[src/rtl/gate1_data_mux_tdr_ctrl_pkg.sv]
// -----------------------------------------------------------------------------
// gate1_data_mux_ctrl_pkg
// Shared definitions for the gate1 data-mux IJTAG TDR controller:
//   SEL_BIT / DATA_LSB  bit positions of the select and data fields in the TDR
//   tdr_t               field view of a TDR word for the default 3-bit mux
//   cnt_width()         width of the override hold counter (never below 1)
// -----------------------------------------------------------------------------
package gate1_data_mux_ctrl_pkg;

  localparam int SEL_BIT  = 0;
  localparam int DATA_LSB = 1;
  localparam int TDR_DW   = 3;

  typedef struct packed {
    logic [TDR_DW-1:0] data;
    logic              sel;
  } tdr_t;

  // A zero hold time still needs a one-bit counter so the ports stay legal.
  function automatic int cnt_width(input int hold_cycles);
    int w;
    w = $clog2(hold_cycles + 1);
    if (w < 1) begin
      w = 1;
    end else begin
      w = w;
    end
    return w;
  endfunction

endpackage

[src/rtl/gate1_data_mux_tdr_ctrl_if.sv]
// -----------------------------------------------------------------------------
// gate1_data_mux_tdr_ctrl_if
// IJTAG scan-port bundle between the SIB/ICL network and one TDR.
//   ijtag_sel  TDR is on the active scan path
//   ijtag_ce   capture enable
//   ijtag_se   shift enable
//   ijtag_ue   update enable
//   ijtag_si   scan in
//   ijtag_so   scan out
// master: the network side (drives enables and scan in)
// slave : the TDR side (drives scan out)
// -----------------------------------------------------------------------------
interface gate1_data_mux_tdr_ctrl_if;
  logic ijtag_sel;
  logic ijtag_ce;
  logic ijtag_se;
  logic ijtag_ue;
  logic ijtag_si;
  logic ijtag_so;

  modport master (
    output ijtag_sel,
    output ijtag_ce,
    output ijtag_se,
    output ijtag_ue,
    output ijtag_si,
    input  ijtag_so
  );

  modport slave (
    input  ijtag_sel,
    input  ijtag_ce,
    input  ijtag_se,
    input  ijtag_ue,
    input  ijtag_si,
    output ijtag_so
  );
endinterface

[src/rtl/gate1_data_mux_tdr_ctrl_hold_timer.sv]
// -----------------------------------------------------------------------------
// gate1_data_mux_hold_timer
// Override hold counter. Only used when GATE1_DATA_MUX_HOLD_TIMER_EN is defined.
//   clk, rst_n   test clock, asynchronous active-low reset
//   load         reload the counter with HOLD_CYCLES (wins over everything)
//   clear        force the counter to zero
//   hold_active  registered: counter is non-zero
//   expire       combinational: this edge takes the counter from 1 to 0
// -----------------------------------------------------------------------------
module gate1_data_mux_hold_timer #(
  parameter int HOLD_CYCLES = 16,
  parameter int CW          = 5
) (
  input  logic clk,
  input  logic rst_n,
  input  logic load,
  input  logic clear,
  output logic hold_active,
  output logic expire
);

  localparam logic [CW-1:0] RELOAD = CW'(HOLD_CYCLES);
  localparam logic [CW-1:0] ONE    = CW'(1);
  localparam logic [CW-1:0] ZERO   = {CW{1'b0}};

  logic [CW-1:0] cnt_r;
  logic [CW-1:0] cnt_nxt_s;
  logic          hold_r;

  // Next counter value; expiry is only reported when nothing overrides the decrement.
  always_comb begin
    cnt_nxt_s = cnt_r;
    expire    = 1'b0;
    if (load) begin
      cnt_nxt_s = RELOAD;
    end else if (clear) begin
      cnt_nxt_s = ZERO;
    end else if (cnt_r != ZERO) begin
      cnt_nxt_s = cnt_r - ONE;
      expire    = (cnt_r == ONE);
    end else begin
      cnt_nxt_s = cnt_r;
    end
  end

  // Counter and registered hold flag.
  always_ff @(posedge clk or negedge rst_n) begin
    if (!rst_n) begin
      cnt_r  <= ZERO;
      hold_r <= 1'b0;
    end else begin
      cnt_r  <= cnt_nxt_s;
      hold_r <= (cnt_nxt_s != ZERO);
    end
  end

  assign hold_active = hold_r;

endmodule

[src/rtl/gate1_data_mux_tdr_ctrl.sv]
// -----------------------------------------------------------------------------
// gate1_data_mux_tdr_ctrl
// IJTAG test-data register controlling one gate1 DW-bit data mux.
// TDR layout (shift and update registers): bit 0 = mux select, bits DW:1 = data.
// Shifting is LSB-first, so bit 0 leaves on ijtag_so first.
//   ijtag_tck      test clock, all flops on posedge
//   ijtag_reset    asynchronous active-low reset
//   ijtag          scan port (slave side): sel/ce/se/ue/si in, so out
//   mux_data_out   mux output, sampled on capture
//   ijtag_select   mux select (1 = override data drives the mux output)
//   ijtag_data_in  override data to the mux
//   hold_active    override hold timer running
// Optional feature macro: GATE1_DATA_MUX_HOLD_TIMER_EN adds a timer that drops
// the select bit HOLD_CYCLES tck after an update that set it. Without it the
// override persists until the next update and hold_active is tied low.
// -----------------------------------------------------------------------------
module gate1_data_mux_tdr_ctrl
  import gate1_data_mux_ctrl_pkg::*;
#(
  parameter int DW          = 3,
  parameter int HOLD_CYCLES = 16
) (
  input  logic                       ijtag_tck,
  input  logic                       ijtag_reset,
  gate1_data_mux_tdr_ctrl_if.slave   ijtag,
  input  logic [DW-1:0]              mux_data_out,
  output logic                       ijtag_select,
  output logic [DW-1:0]              ijtag_data_in,
  output logic                       hold_active
);

  logic [DW:0] sr_r;
  logic [DW:0] upd_r;
  logic        update_s;
  logic        expire_s;

  assign update_s = ijtag.ijtag_sel & ijtag.ijtag_ue;

  // Shift register: capture beats shift; capture takes the live select so a
  // timer expiry is observable through the scan chain.
  always_ff @(posedge ijtag_tck or negedge ijtag_reset) begin
    if (!ijtag_reset) begin
      sr_r <= {(DW+1){1'b0}};
    end else if (ijtag.ijtag_sel && ijtag.ijtag_ce) begin
      sr_r <= {mux_data_out, upd_r[SEL_BIT]};
    end else if (ijtag.ijtag_sel && ijtag.ijtag_se) begin
      sr_r <= {ijtag.ijtag_si, sr_r[DW:DATA_LSB]};
    end else begin
      sr_r <= sr_r;
    end
  end

  // Update register: an update on the expiry edge wins, so select stays set.
  always_ff @(posedge ijtag_tck or negedge ijtag_reset) begin
    if (!ijtag_reset) begin
      upd_r <= {(DW+1){1'b0}};
    end else if (update_s) begin
      upd_r <= sr_r;
    end else if (expire_s) begin
      upd_r[SEL_BIT] <= 1'b0;
    end else begin
      upd_r <= upd_r;
    end
  end

`ifdef GATE1_DATA_MUX_HOLD_TIMER_EN
  localparam int CW = cnt_width(HOLD_CYCLES);

  logic load_s;
  logic clear_s;

  // A zero hold time means the override never times out, so never load.
  assign load_s  = update_s & sr_r[SEL_BIT] & (HOLD_CYCLES > 0);
  assign clear_s = update_s & ~sr_r[SEL_BIT];

  gate1_data_mux_hold_timer #(
    .HOLD_CYCLES (HOLD_CYCLES),
    .CW          (CW)
  ) u_hold_timer (
    .clk         (ijtag_tck),
    .rst_n       (ijtag_reset),
    .load        (load_s),
    .clear       (clear_s),
    .hold_active (hold_active),
    .expire      (expire_s)
  );
`else
  assign expire_s    = 1'b0;
  assign hold_active = 1'b0;
`endif

  assign ijtag.ijtag_so = sr_r[SEL_BIT];
  assign ijtag_select   = upd_r[SEL_BIT];
  assign ijtag_data_in  = upd_r[DW:DATA_LSB];

endmodule
[src/flat_wrapper.sv]
// flat-port wrapper written by rule: the top's interface ports become plain ports
module gate1_data_mux_tdr_ctrl_flat import gate1_data_mux_ctrl_pkg::*;
#(
  parameter int DW          = 3,
  parameter int HOLD_CYCLES = 16
)
  (ijtag_tck, ijtag_reset, mux_data_out, ijtag_select, ijtag_data_in, hold_active, ijtag_ijtag_sel, ijtag_ijtag_ce, ijtag_ijtag_se, ijtag_ijtag_ue, ijtag_ijtag_si, ijtag_ijtag_so);
  gate1_data_mux_tdr_ctrl_if ijtag_i ();
  input  logic ijtag_tck;
  input  logic ijtag_reset;
  input  logic [DW-1:0] mux_data_out;
  output logic ijtag_select;
  output logic [DW-1:0] ijtag_data_in;
  output logic hold_active;
  input wire logic [$bits(ijtag_i.ijtag_sel)-1:0] ijtag_ijtag_sel;
  input wire logic [$bits(ijtag_i.ijtag_ce)-1:0] ijtag_ijtag_ce;
  input wire logic [$bits(ijtag_i.ijtag_se)-1:0] ijtag_ijtag_se;
  input wire logic [$bits(ijtag_i.ijtag_ue)-1:0] ijtag_ijtag_ue;
  input wire logic [$bits(ijtag_i.ijtag_si)-1:0] ijtag_ijtag_si;
  output wire logic [$bits(ijtag_i.ijtag_so)-1:0] ijtag_ijtag_so;
  assign ijtag_i.ijtag_sel = ijtag_ijtag_sel;
  assign ijtag_i.ijtag_ce = ijtag_ijtag_ce;
  assign ijtag_i.ijtag_se = ijtag_ijtag_se;
  assign ijtag_i.ijtag_ue = ijtag_ijtag_ue;
  assign ijtag_i.ijtag_si = ijtag_ijtag_si;
  assign ijtag_ijtag_so = ijtag_i.ijtag_so;
  gate1_data_mux_tdr_ctrl #(.DW(DW), .HOLD_CYCLES(HOLD_CYCLES)) u_core (.ijtag_tck(ijtag_tck), .ijtag_reset(ijtag_reset), .ijtag(ijtag_i), .mux_data_out(mux_data_out), .ijtag_select(ijtag_select), .ijtag_data_in(ijtag_data_in), .hold_active(hold_active));
endmodule
[config.mk]
export PLATFORM = sky130hd
export DESIGN_NAME = gate1_data_mux_tdr_ctrl_flat
export DESIGN_NICKNAME = d
export VERILOG_FILES = /design/src/rtl/gate1_data_mux_tdr_ctrl_pkg.sv /design/src/rtl/gate1_data_mux_tdr_ctrl_if.sv /design/src/rtl/gate1_data_mux_tdr_ctrl_hold_timer.sv /design/src/rtl/gate1_data_mux_tdr_ctrl.sv /design/src/flat_wrapper.sv
export SDC_FILE = /design/constraint.sdc
export NUM_CORES = 1
export LEC_CHECK = 0
export ABC_CLOCK_PERIOD_IN_PS = 1000
export CAP_MARGIN = 30
export CORE_AREA = 2 2 39 41
export DETAILED_ROUTE_END_ITERATION = 10
export DIE_AREA = 0 0 41 43
export PLACE_DENSITY = 0.59
export RECOVER_POWER = 100
export SYNTH_ARGS = -nofsm -noshare
export SYNTH_HDL_FRONTEND = slang
export SYNTH_SLANG_ARGS = --single-unit
export TNS_END_PERCENT = 20
[constraint.sdc]
create_clock -name ijtag_tck -period 1 [get_ports ijtag_tck]
set_input_delay 0.2 -clock ijtag_tck [delete_from_list [all_inputs] [get_ports ijtag_tck]]
set_output_delay 0.2 -clock ijtag_tck [all_outputs]
set_load 0.02 [all_outputs]
==> metrics.cfg <==
[run]
drv_cap=0

[worst_setup_path]
critPathMaxStageDelay_ns=0.40
critical_path.startpoint_type=register
rr_worst_depth=2
buffer_and_inverter_count_on_the_worst_path=1
crit_arrival_ns=0.79
worst-r2r-setup-slack_ns=0.09
crit_type=reg2out
critical_path.reg2reg.startpoint=u_core.sr_r[0]
crit_path_top_delay_cell=dfrtp_1
regToRegEndpoint=u_core.upd_r[0]
worstSetupEndpointType=primary output
critical-path-top-delay-family=flip-flops
crit_fanout=3
cp_data_required_time_ns=0.80
crit_chain=buf_6

[global_route]
first_global_vias=336
initial_antenna_violation_count=0
grt_max_degree=11
grt_first_pass_wirelength_um=1370
grt-ovfl-total=0
grt_usage_pct=11.9

[power]
design_power_total_mw=1.03
ir_drop_v=0.000787
leakage_nw=0.312
pwr_density_cell_nw_per_um2=1700

[finish]
areaGrowthSynthToFinish_pct=42.2
fin_cells=68
filler_cells_inserted=133
postLayoutCellArea_sq_um=607
fin_nets=64
n_antenna_cell=0
finished_core_util_pct=43.9
post_route_cells_drive_above_1_share_pct=36.5
most_frequent_standard_cell_in_the_layout_excluding_fill_and_tap_cells=dfrtp_1

[route]
dr_total_vias=316
total_drc_errors_in_the_routed_layout=0
final_antenna_net_count=0
drt_first_pass_iters=1
via_count_normalized_by_instance_count=4.65
final_wl_um=773
avgRoutedWirePerCell_um=11.4
drt_iter0_markers=0

[clock_network]
cts_setup_buffers=0
clock_tree.buffer_depth=2
cts_root_buffer=clkbuf_4
cts_num_sinks=8
numCtsBuffers=3
clk_transition_reported_paths_ns=0.05
clkLatencyLatePin_ns=0.25
h-tree-depth=1
cts_tree=done

[die]
chipWidth_um=41
die_height_um=43
ios=16
core-area_sq_um=1380
die-area_sq_um=1760
initial_utilization_pct=30.8
placementRows=14

[synthesis]
netlist-cell-type-count=10
postSynthAreaPerCell_sq_um=13.3
synth_cells=32
part_of_the_yosys_area_used_for_sequential_elements_pct=46.9
synth_seq_cells=8
post_synth_instance_area_sq_um=427
synth_fp_nets=42
yosysWarnings=0

[timing]
slew_viol_final=0
final_period_minus_worst_setup_slack_ns=0.994
setup_failing_eps_final=0
min_period_over_period_pct=99.4
max_clock_freq_mhz=1010
fin_skew_ns=0.00522
setup_repair_after_global_routing_missed_its_margin=true
finalHoldViolations=0
whs_ns=0.287

[min_path]
hp-class=in2async

[status]
outcome=finished clean

[place]
place_area_sq_um=609
numPortBuffers=14
routabilityCongestion=0.667
placed_cells_incl_taps=65

## metal layers
layer  share of wire (%)  vias to the layer above  GRT usage (%)
met5                   0                        -              0
met4                 3.5                        0           10.0
met3                 6.7                        4           1.57
met2                  50                       17           18.1
met1                  40                      140           13.9
li1                    -                      155              -
## cells by family after synthesis
kind of cell | share of synthesized area, %
buffers and inverters | 5.28
multiplexers | 14.1
flip-flops | 46.9
other | 0.879
AO/OA/AOI/OAI | 9.09
AND/OR/NAND/NOR | 23.8
## flip-flops by register name (all words and copies together) (netlist names)
register / count
u_core.upd_r: 4
u_core.sr_r: 4
## power by group
part           total [mW]  internal (mW)  switching, mW
registers           0.439          0.392         0.0473
clock network       0.239          0.137          0.102
logic               0.353          0.203          0.150
total                1.03          0.731          0.300
## area by class of cell
cell class	count	area (sq um)	area share, %
flip-flops and latches	8	200	33.0
multi-input cells	19	193	31.8
repair buffers	18	156	25.8
clock buffers	3	22.5	3.71
well taps	16	20.0	3.30
inverters	4	15.0	2.47
## metrics by stage
stage	setup WS, ns	TNS (ns)
after floorplan	0.0634	0
after global placement	-0.391	-3.56
after detailed placement	-0.427	-3.92
after CTS	-0.0144	-0.0144
after global routing	-0.0280	-0.102
final	0.00630	0
## how the worst max path moves through the flow
stage,start,endpoint,depth (start not counted)
after floorplan,u_core.upd_r[0],u_core.sr_r[0],2
after global placement,ijtag_ijtag_sel,u_core.upd_r[0],3
after detailed placement,ijtag_ijtag_sel,u_core.upd_r[2],3
after CTS,u_core.upd_r[0],ijtag_select,1
after global routing,u_core.upd_r[0],ijtag_select,1
final,u_core.upd_r[0],ijtag_select,1
## synthesized netlist by cell type
library cell | number | area share, %
conb_1 | 1 | 0.88
o21ai_2 | 1 | 2.1
and4bb_1 | 4 | 12
mux2_4 | 4 | 14
inv_1 | 4 | 3.5
dfrtp_1 | 8 | 47
and3b_2 | 4 | 9.4
nand2_4 | 1 | 2.6
buf_4 | 1 | 1.8
a211oi_1 | 4 | 7.0
## timing repair
action,in CTS,in global routing
resized for setup,23,5
hold buffers,0,0
setup endpoints to repair,13,7
gates cloned,0,0
(Power assumes the default switching activity.)
